$ cat src/rtl/fractal_sync_node_ctrl.sv
// Barrier-aggregation controller for one fractal sync tree node: arbitrates child requests,
// matches them in a small table, completes locally or forwards up. Optional: FRACTAL_SYNC_NODE_ERR_EN.
module fractal_sync_node_ctrl #(
    parameter int unsigned LVL_WIDTH  = 4,
    parameter int unsigned ID_WIDTH   = 4,
    parameter int unsigned NODE_LEVEL = 1,
    parameter int unsigned N_ENTRIES  = 4
) (
    input  logic                 clk_i,
    input  logic                 rst_ni,
    input  logic                 en_req_valid_i,
    output logic                 en_req_ready_o,
    input  logic [LVL_WIDTH-1:0] en_req_level_i,
    input  logic [ID_WIDTH-1:0]  en_req_id_i,
    input  logic                 ws_req_valid_i,
    output logic                 ws_req_ready_o,
    input  logic [LVL_WIDTH-1:0] ws_req_level_i,
    input  logic [ID_WIDTH-1:0]  ws_req_id_i,
    output logic                 up_req_valid_o,
    input  logic                 up_req_ready_i,
    output logic [LVL_WIDTH-1:0] up_req_level_o,
    output logic [ID_WIDTH-1:0]  up_req_id_o,
    input  logic                 down_rsp_valid_i,
    output logic                 down_rsp_ready_o,
    input  logic [ID_WIDTH-1:0]  down_rsp_id_i,
    output logic                 rsp_valid_o,
    input  logic                 rsp_ready_i,
    output logic [1:0]           rsp_sd_o,
    output logic [ID_WIDTH-1:0]  rsp_id_o,
    output logic                 err_o
);

    localparam int unsigned IdxW = (N_ENTRIES > 1) ? $clog2(N_ENTRIES) : 1;
    localparam logic [LVL_WIDTH-1:0] NodeLvl = LVL_WIDTH'(NODE_LEVEL);

    typedef enum logic [1:0] {
        SdNone = 2'b00,
        SdEn   = 2'b01,
        SdWs   = 2'b10,
        SdBoth = 2'b11
    } sd_e;

    // Match table; side 0 = EN, 1 = WS
    logic                 tbl_valid_q [N_ENTRIES];
    logic [LVL_WIDTH-1:0] tbl_lvl_q   [N_ENTRIES];
    logic [ID_WIDTH-1:0]  tbl_id_q    [N_ENTRIES];
    logic                 tbl_side_q  [N_ENTRIES];
    logic                 tbl_valid_d [N_ENTRIES];
    logic [LVL_WIDTH-1:0] tbl_lvl_d   [N_ENTRIES];
    logic [ID_WIDTH-1:0]  tbl_id_d    [N_ENTRIES];
    logic                 tbl_side_d  [N_ENTRIES];

    logic                 ptr_q, ptr_d;
    logic                 rsp_valid_q, rsp_valid_d;
    logic [1:0]           rsp_sd_q, rsp_sd_d;
    logic [ID_WIDTH-1:0]  rsp_id_q, rsp_id_d;
    logic                 up_valid_q, up_valid_d;
    logic [LVL_WIDTH-1:0] up_lvl_q, up_lvl_d;
    logic [ID_WIDTH-1:0]  up_id_q, up_id_d;

    logic                 sel_ws, req_valid;
    logic [LVL_WIDTH-1:0] req_lvl;
    logic [ID_WIDTH-1:0]  req_id;
    logic                 hit, hit_side, free_found;
    logic [IdxW-1:0]      hit_idx, free_idx;
    logic                 below, is_local, rsp_free, up_free, down_acc;
    logic                 act_drop, act_done, act_alloc, can_commit, req_acc;

    // Arbitration: pointer picks the winner only when both sides are valid
    assign sel_ws    = ws_req_valid_i && (!en_req_valid_i || ptr_q);
    assign req_valid = en_req_valid_i || ws_req_valid_i;
    assign req_lvl   = sel_ws ? ws_req_level_i : en_req_level_i;
    assign req_id    = sel_ws ? ws_req_id_i : en_req_id_i;

    always_comb begin
        hit        = 1'b0;
        hit_idx    = '0;
        hit_side   = 1'b0;
        free_found = 1'b0;
        free_idx   = '0;
        for (int unsigned i = 0; i < N_ENTRIES; i++) begin
            if (!hit && tbl_valid_q[i] && tbl_lvl_q[i] == req_lvl && tbl_id_q[i] == req_id) begin
                hit      = 1'b1;
                hit_idx  = IdxW'(i);
                hit_side = tbl_side_q[i];
            end
            if (!free_found && !tbl_valid_q[i]) begin
                free_found = 1'b1;
                free_idx   = IdxW'(i);
            end
        end
    end

    assign below     = req_lvl < NodeLvl;
    assign is_local  = req_lvl == NodeLvl;
    assign rsp_free  = !rsp_valid_q || rsp_ready_i;
    assign up_free   = !up_valid_q || up_req_ready_i;
    assign down_acc  = down_rsp_valid_i && rsp_free;

    assign act_drop  = below || (hit && hit_side == sel_ws);
    assign act_done  = !below && hit && hit_side != sel_ws;
    assign act_alloc = !below && !hit;

    // A parent response owns the rsp register whenever it is presented
    assign can_commit = act_drop
                     || (act_alloc && free_found)
                     || (act_done && is_local && rsp_free && !down_rsp_valid_i)
                     || (act_done && !is_local && up_free);
    assign req_acc    = req_valid && can_commit;

    assign en_req_ready_o   = en_req_valid_i && !sel_ws && can_commit;
    assign ws_req_ready_o   = sel_ws && can_commit;
    assign down_rsp_ready_o = rsp_free;

    always_comb begin
        for (int unsigned i = 0; i < N_ENTRIES; i++) begin
            tbl_valid_d[i] = tbl_valid_q[i];
            tbl_lvl_d[i]   = tbl_lvl_q[i];
            tbl_id_d[i]    = tbl_id_q[i];
            tbl_side_d[i]  = tbl_side_q[i];
        end
        if (req_acc && act_done) begin
            tbl_valid_d[hit_idx] = 1'b0;
        end
        if (req_acc && act_alloc) begin
            tbl_valid_d[free_idx] = 1'b1;
            tbl_lvl_d[free_idx]   = req_lvl;
            tbl_id_d[free_idx]    = req_id;
            tbl_side_d[free_idx]  = sel_ws;
        end
    end

    always_comb begin
        ptr_d       = req_acc ? !sel_ws : ptr_q;
        rsp_valid_d = rsp_valid_q && !rsp_ready_i;
        rsp_sd_d    = rsp_sd_q;
        rsp_id_d    = rsp_id_q;
        up_valid_d  = up_valid_q && !up_req_ready_i;
        up_lvl_d    = up_lvl_q;
        up_id_d     = up_id_q;
        if (down_acc) begin
            rsp_valid_d = 1'b1;
            rsp_sd_d    = SdBoth;
            rsp_id_d    = down_rsp_id_i;
        end else if (req_acc && act_done && is_local) begin
            rsp_valid_d = 1'b1;
            rsp_sd_d    = SdBoth;
            rsp_id_d    = req_id;
        end
        if (req_acc && act_done && !is_local) begin
            up_valid_d = 1'b1;
            up_lvl_d   = req_lvl;
            up_id_d    = req_id;
        end
    end

    always_ff @(posedge clk_i or negedge rst_ni) begin
        if (!rst_ni) begin
            for (int unsigned i = 0; i < N_ENTRIES; i++) begin
                tbl_valid_q[i] <= 1'b0;
                tbl_lvl_q[i]   <= '0;
                tbl_id_q[i]    <= '0;
                tbl_side_q[i]  <= 1'b0;
            end
            ptr_q       <= 1'b0;
            rsp_valid_q <= 1'b0;
            rsp_sd_q    <= SdNone;
            rsp_id_q    <= '0;
            up_valid_q  <= 1'b0;
            up_lvl_q    <= '0;
            up_id_q     <= '0;
        end else begin
            for (int unsigned i = 0; i < N_ENTRIES; i++) begin
                tbl_valid_q[i] <= tbl_valid_d[i];
                tbl_lvl_q[i]   <= tbl_lvl_d[i];
                tbl_id_q[i]    <= tbl_id_d[i];
                tbl_side_q[i]  <= tbl_side_d[i];
            end
            ptr_q       <= ptr_d;
            rsp_valid_q <= rsp_valid_d;
            rsp_sd_q    <= rsp_sd_d;
            rsp_id_q    <= rsp_id_d;
            up_valid_q  <= up_valid_d;
            up_lvl_q    <= up_lvl_d;
            up_id_q     <= up_id_d;
        end
    end

    assign rsp_valid_o    = rsp_valid_q;
    assign rsp_sd_o       = rsp_sd_q;
    assign rsp_id_o       = rsp_id_q;
    assign up_req_valid_o = up_valid_q;
    assign up_req_level_o = up_lvl_q;
    assign up_req_id_o    = up_id_q;

`ifdef FRACTAL_SYNC_NODE_ERR_EN
    logic err_q;

    always_ff @(posedge clk_i or negedge rst_ni) begin
        if (!rst_ni) begin
            err_q <= 1'b0;
        end else begin
            err_q <= req_acc && act_drop;
        end
    end

    assign err_o = err_q;
`else
    assign err_o = 1'b0;
`endif

endmodule

$ cat config.mk
export PLATFORM = sky130hd
export DESIGN_NAME = fractal_sync_node_ctrl
export DESIGN_NICKNAME = d
export VERILOG_FILES = /design/src/rtl/fractal_sync_node_ctrl.sv
export SDC_FILE = /design/constraint.sdc
export NUM_CORES = 1
export LEC_CHECK = 0
export CAP_MARGIN = 20
export CORE_MARGIN = 2
export CORE_UTILIZATION = 56
export CTS_CLUSTER_SIZE = 25
export DETAILED_ROUTE_END_ITERATION = 16
export PLACE_DENSITY = 0.81
export SLEW_MARGIN = 30
export SYNTH_ARGS = -nofsm -noshare
export SYNTH_HDL_FRONTEND = slang
export SYNTH_SLANG_ARGS = --single-unit
$ cat constraint.sdc
create_clock -name clk_i -period 5.01 [get_ports clk_i]
set_clock_uncertainty 0.15 [all_clocks]
set_input_delay 1.002 -clock clk_i [delete_from_list [all_inputs] [get_ports clk_i]]
set_output_delay 1.002 -clock clk_i [all_outputs]
set_load 0.05 [all_outputs]
==> results by group <==
Run status
  • Status: complete, no violations

Die
  • Die width: 84.4 µm
  • Die Footprint: 7120 µm²
  • Vert. Die Dim: 84.4 µm
  • Core area: 6310 µm²
  • Starting Density: 57.3%
  • # rows: 29
  • I/O pins: 47

Worst hold path
  • Hold Startpoint: rsp_sd_o[0]
  • Hold Path Stages: 2
  • Class of the worst hold path: flip-flop to flip-flop
  • WHS Endpoint: rsp_sd_o[0]

Detailed routing
  • DRC Markers: 0
  • First-pass iteration count of the detailed router: 5
  • WL per Instance: 21.4 µm
  • Via density: 6.31
  • ANT nets after route: 0
  • Vias: 3669
  • Routed WL: 12.5 mm
  • Initial DRC Count: 366

STA
  • Actual slew at the worst max-slew pin: 0.733 ns
  • Max Freq: 200 MHz
  • Final setup vio count: 0
  • Slew HR: 51.1%
  • Fin crit share: 99.8%
  • Hold Violations, Final: 0
  • Fin. max-slew vios: 0
  • Setup TNS: 0 ns
  • Tmin final: 5.00 ns

Power
  • Comb pwr share: 52.8%
  • P_leak: 2.12 nW
  • Part of the power in the clock network: 12.1%
  • Int Pwr: 0.00125 W
  • Reg power frac: 35.1%
  • Pwr Density: 469 nW/µm²
  • Total Power: 0.00230 W
  • Sw Ratio: 45.5%
  • Max IR drop VDD: 0.370 mV
  • Total net switching power: 0.00104 W

Synth
  • Net Count, Synth: 421
  • Share of Yosys cell area claimed by the top area cell type: 38.7%
  • Yosys top cell by area: dfrtp_1
  • FF+latch count, synth: 56
  • Async set-reset flop share out of synthesis: 100%
  • Post-Synthesis Cells: 394
  • Ys flop type: dfrtp_1
  • Post-Synthesis Cell Area: 3620 µm²
  • Synth warn: 0
  • Leading post-synthesis cells by cell area: dfrtp_1 (39%), xnor2_1 (4.6%), a21oi_1 (4.6%)
  • Number of synthesized flops with an enable pin: 0
  • Sequential share of the synthesized area: 38.7%
  • Syn_area_per_cell: 9.18 µm²
  • Netlist cell types: 68

Worst setup path
  • Reg-to-reg endpoint: tbl_lvl_q[1]
  • WS Path Type: primary input to output pin
  • Crit Path Max Fanout: 3
  • R2R Setup Slk: 1.30 ns
  • Data arrival, critical path: 3.85 ns
  • Setup crit start kind: primary input
  • CP Data Required Time: 3.86 ns
  • Crit. Startpoint: en_req_id_i[3]
  • CP endpoint kind: output pin
  • Worst r2r src: ptr_q
  • Worst r2r path cells: 14

Global route
  • Largest net degree at the start of global routing: 57
  • Initial antenna violation count: 0
  • First-pass GRT wire length: 19.4 mm
  • GRT Total Usage: 35.6%
  • Vias in the first global route: 3576
  • GRT Residual Overflow: 0

Placement
  • Placer Congestion: 1.09
  • DP HPWL: 9.24 mm
  • IO buf count: 45
  • Placed cell count: 565

Finish
  • # fillers: 452
  • Post-Layout Cell Count: 581
  • Net count, final: 530
  • Ant. Diodes: 0
  • Layout cells sized above 1: 29.4%
  • Layout Area Growth over Synthesis: 35.2%
  • Seq. cell area: 1400 µm²
  • Multi-input gate area: 2150 µm²
  • Fin util: 77.4%

Clock tree
  • CTS tree: built
  • Root buf cell: clkbuf_8
  • Reg clk slew, reported paths: 0.11 ns
  • Clk buf depth: 2
  • Clock Latency Late Sink: 0.32 ns
  • H-tree levels: 2
  • Cts bufs inserted: 5
  • # hold bufs at CTS: 0
  • Clock sink total: 56

Flow run
  • Max-Cap Viols: 0
-- timing repair --
action                     4_1_cts  5_1_grt
pin swaps                       14       14
setup endpoints to repair        2        2
gates cloned                     1        0
resized for setup               26       24
setup buffers                    4        3
-- logic make-up after synthesis --
kind of cell / count (synthesis) / synth area share [%]
AOI/OAI and AO/OA: 117 / 22.4
buffers and inverters: 40 / 5.88
other: 1 / 0.104
muxes: 9 / 3.08
DFF: 56 / 38.7
and+or+nand+nor: 140 / 21.6
xor gates and xnor gates: 31 / 8.23
-- cells in the final DEF (no fill, tap or decap), types with 6 or more instances in the layout --
cell type	Yosys	routed
nand4_1	8	8
xnor2_1	19	16
nor2_1	38	38
and2_1	10	8
o21ai_0	16	14
nand3_1	10	10
dfrtp_1	56	56
inv_1	19	18
a21oi_1	33	33
a31oi_1	11	10
dlymetal6s2s_1	0	6
clkdlybuf4s50_1	0	28
nand2_1	23	23
dlygate4sd2_1	0	6
buf_4	5	73
nand2b_1	14	14
xor2_1	10	10
-- per-stage QoR --
stage | area (µm²) | hold slack (ns) | worst slack [ns]
after floorplan | 3620 | 0.324 | 0.250
after global placement | 4560 | 0.335 | -0.235
after detailed placement | 4560 | 0.353 | -0.354
after CTS | 4790 | 0.379 | 0.000163
after global routing | 4890 | 0.402 | -0.0762
final | 4890 | 0.374 | 0.0122
-- layout make-up --
cell class | count | area share, %
multi-input cells | 299 | 44.0
flip-flops and latches | 56 | 28.7
repair buffers | 122 | 21.8
well taps | 77 | 1.97
inverters | 19 | 1.54
clock buffers | 5 | 1.41
clock inverters | 3 | 0.691
-- worst max-delay path by stage --
stage               slack, ns  cells past startpoint              to
floorplan                0.25                     10  en_req_ready_o
global placement        -0.23                     13  ws_req_ready_o
detailed placement      -0.35                     12  en_req_ready_o
CTS                    0.0002                     15  ws_req_ready_o
global route            -0.08                     13  ws_req_ready_o
finish                   0.01                     13  ws_req_ready_o
-- critical path, cell delays in order --
cell	delay, ns
clkdlybuf4s50_1	0.51
buf_4	0.14
o22ai_1	0.10
nor3_1	0.29
nor3_1	0.10
or4_4	0.47
o311ai_4	0.31
a32oi_2	0.11
xnor2_2	0.18
buf_4	0.15
a31oi_2	0.19
and2_4	0.18
buf_12	0.13
-- per-layer routing --
layer	share of wire (%)	track usage, %
met1	40	49.2
met2	46	55.4
met3	9.9	8.26
met4	3.8	12.6
met5	0	0
-- registers in the layout (all words and copies together), names as in the netlist --
signal          cells
rsp_valid_o         1
ptr_q               1
tbl_lvl_q          16
tbl_valid_q         4
tbl_id_q           16
rsp_sd_o            1
up_req_level_o      4
tbl_side_q          4
up_req_valid_o      1
up_req_id_o         4
rsp_id_o            4
-- synth_stat cells, types with 3 or more instances --
cell and number:
o2111ai_1 5, nand4_1 8, a221oi_1 4, o22ai_1 6
o21ai_0 16, o31ai_1 4, and2_1 10, mux2_2 3
o21bai_1 3, buf_2 5, or2_2 4, clkbuf_1 3
nand3_1 10, a21oi_1 33, nor2b_1 4, a31oi_1 11
dfrtp_1 56, o32ai_1 3, nor3_1 5, buf_1 3
a21o_1 3, nor3_2 3, nor2_1 38, xnor2_1 19
xor2_1 10, buf_6 5, nand2_1 23, a211oi_1 3
a311oi_1 3, a32oi_1 3, nand2b_1 14, nor4_1 6
inv_1 19, or3_1 3, buf_4 5
-- power by group through the flow --
| stage | clock (W) | combinational (W) | sequential, W |
|---|---|---|---|
| after floorplan | 0 | 0.000640 | 0.000855 |
| after global placement | 0 | 0.00109 | 0.000789 |
| after detailed placement | 0 | 0.00112 | 0.000798 |
| after CTS | 0.000280 | 0.00116 | 0.000793 |
| after global routing | 0.000297 | 0.00130 | 0.000818 |
| final | 0.000279 | 0.00121 | 0.000805 |
(Power assumes the default switching activity.)
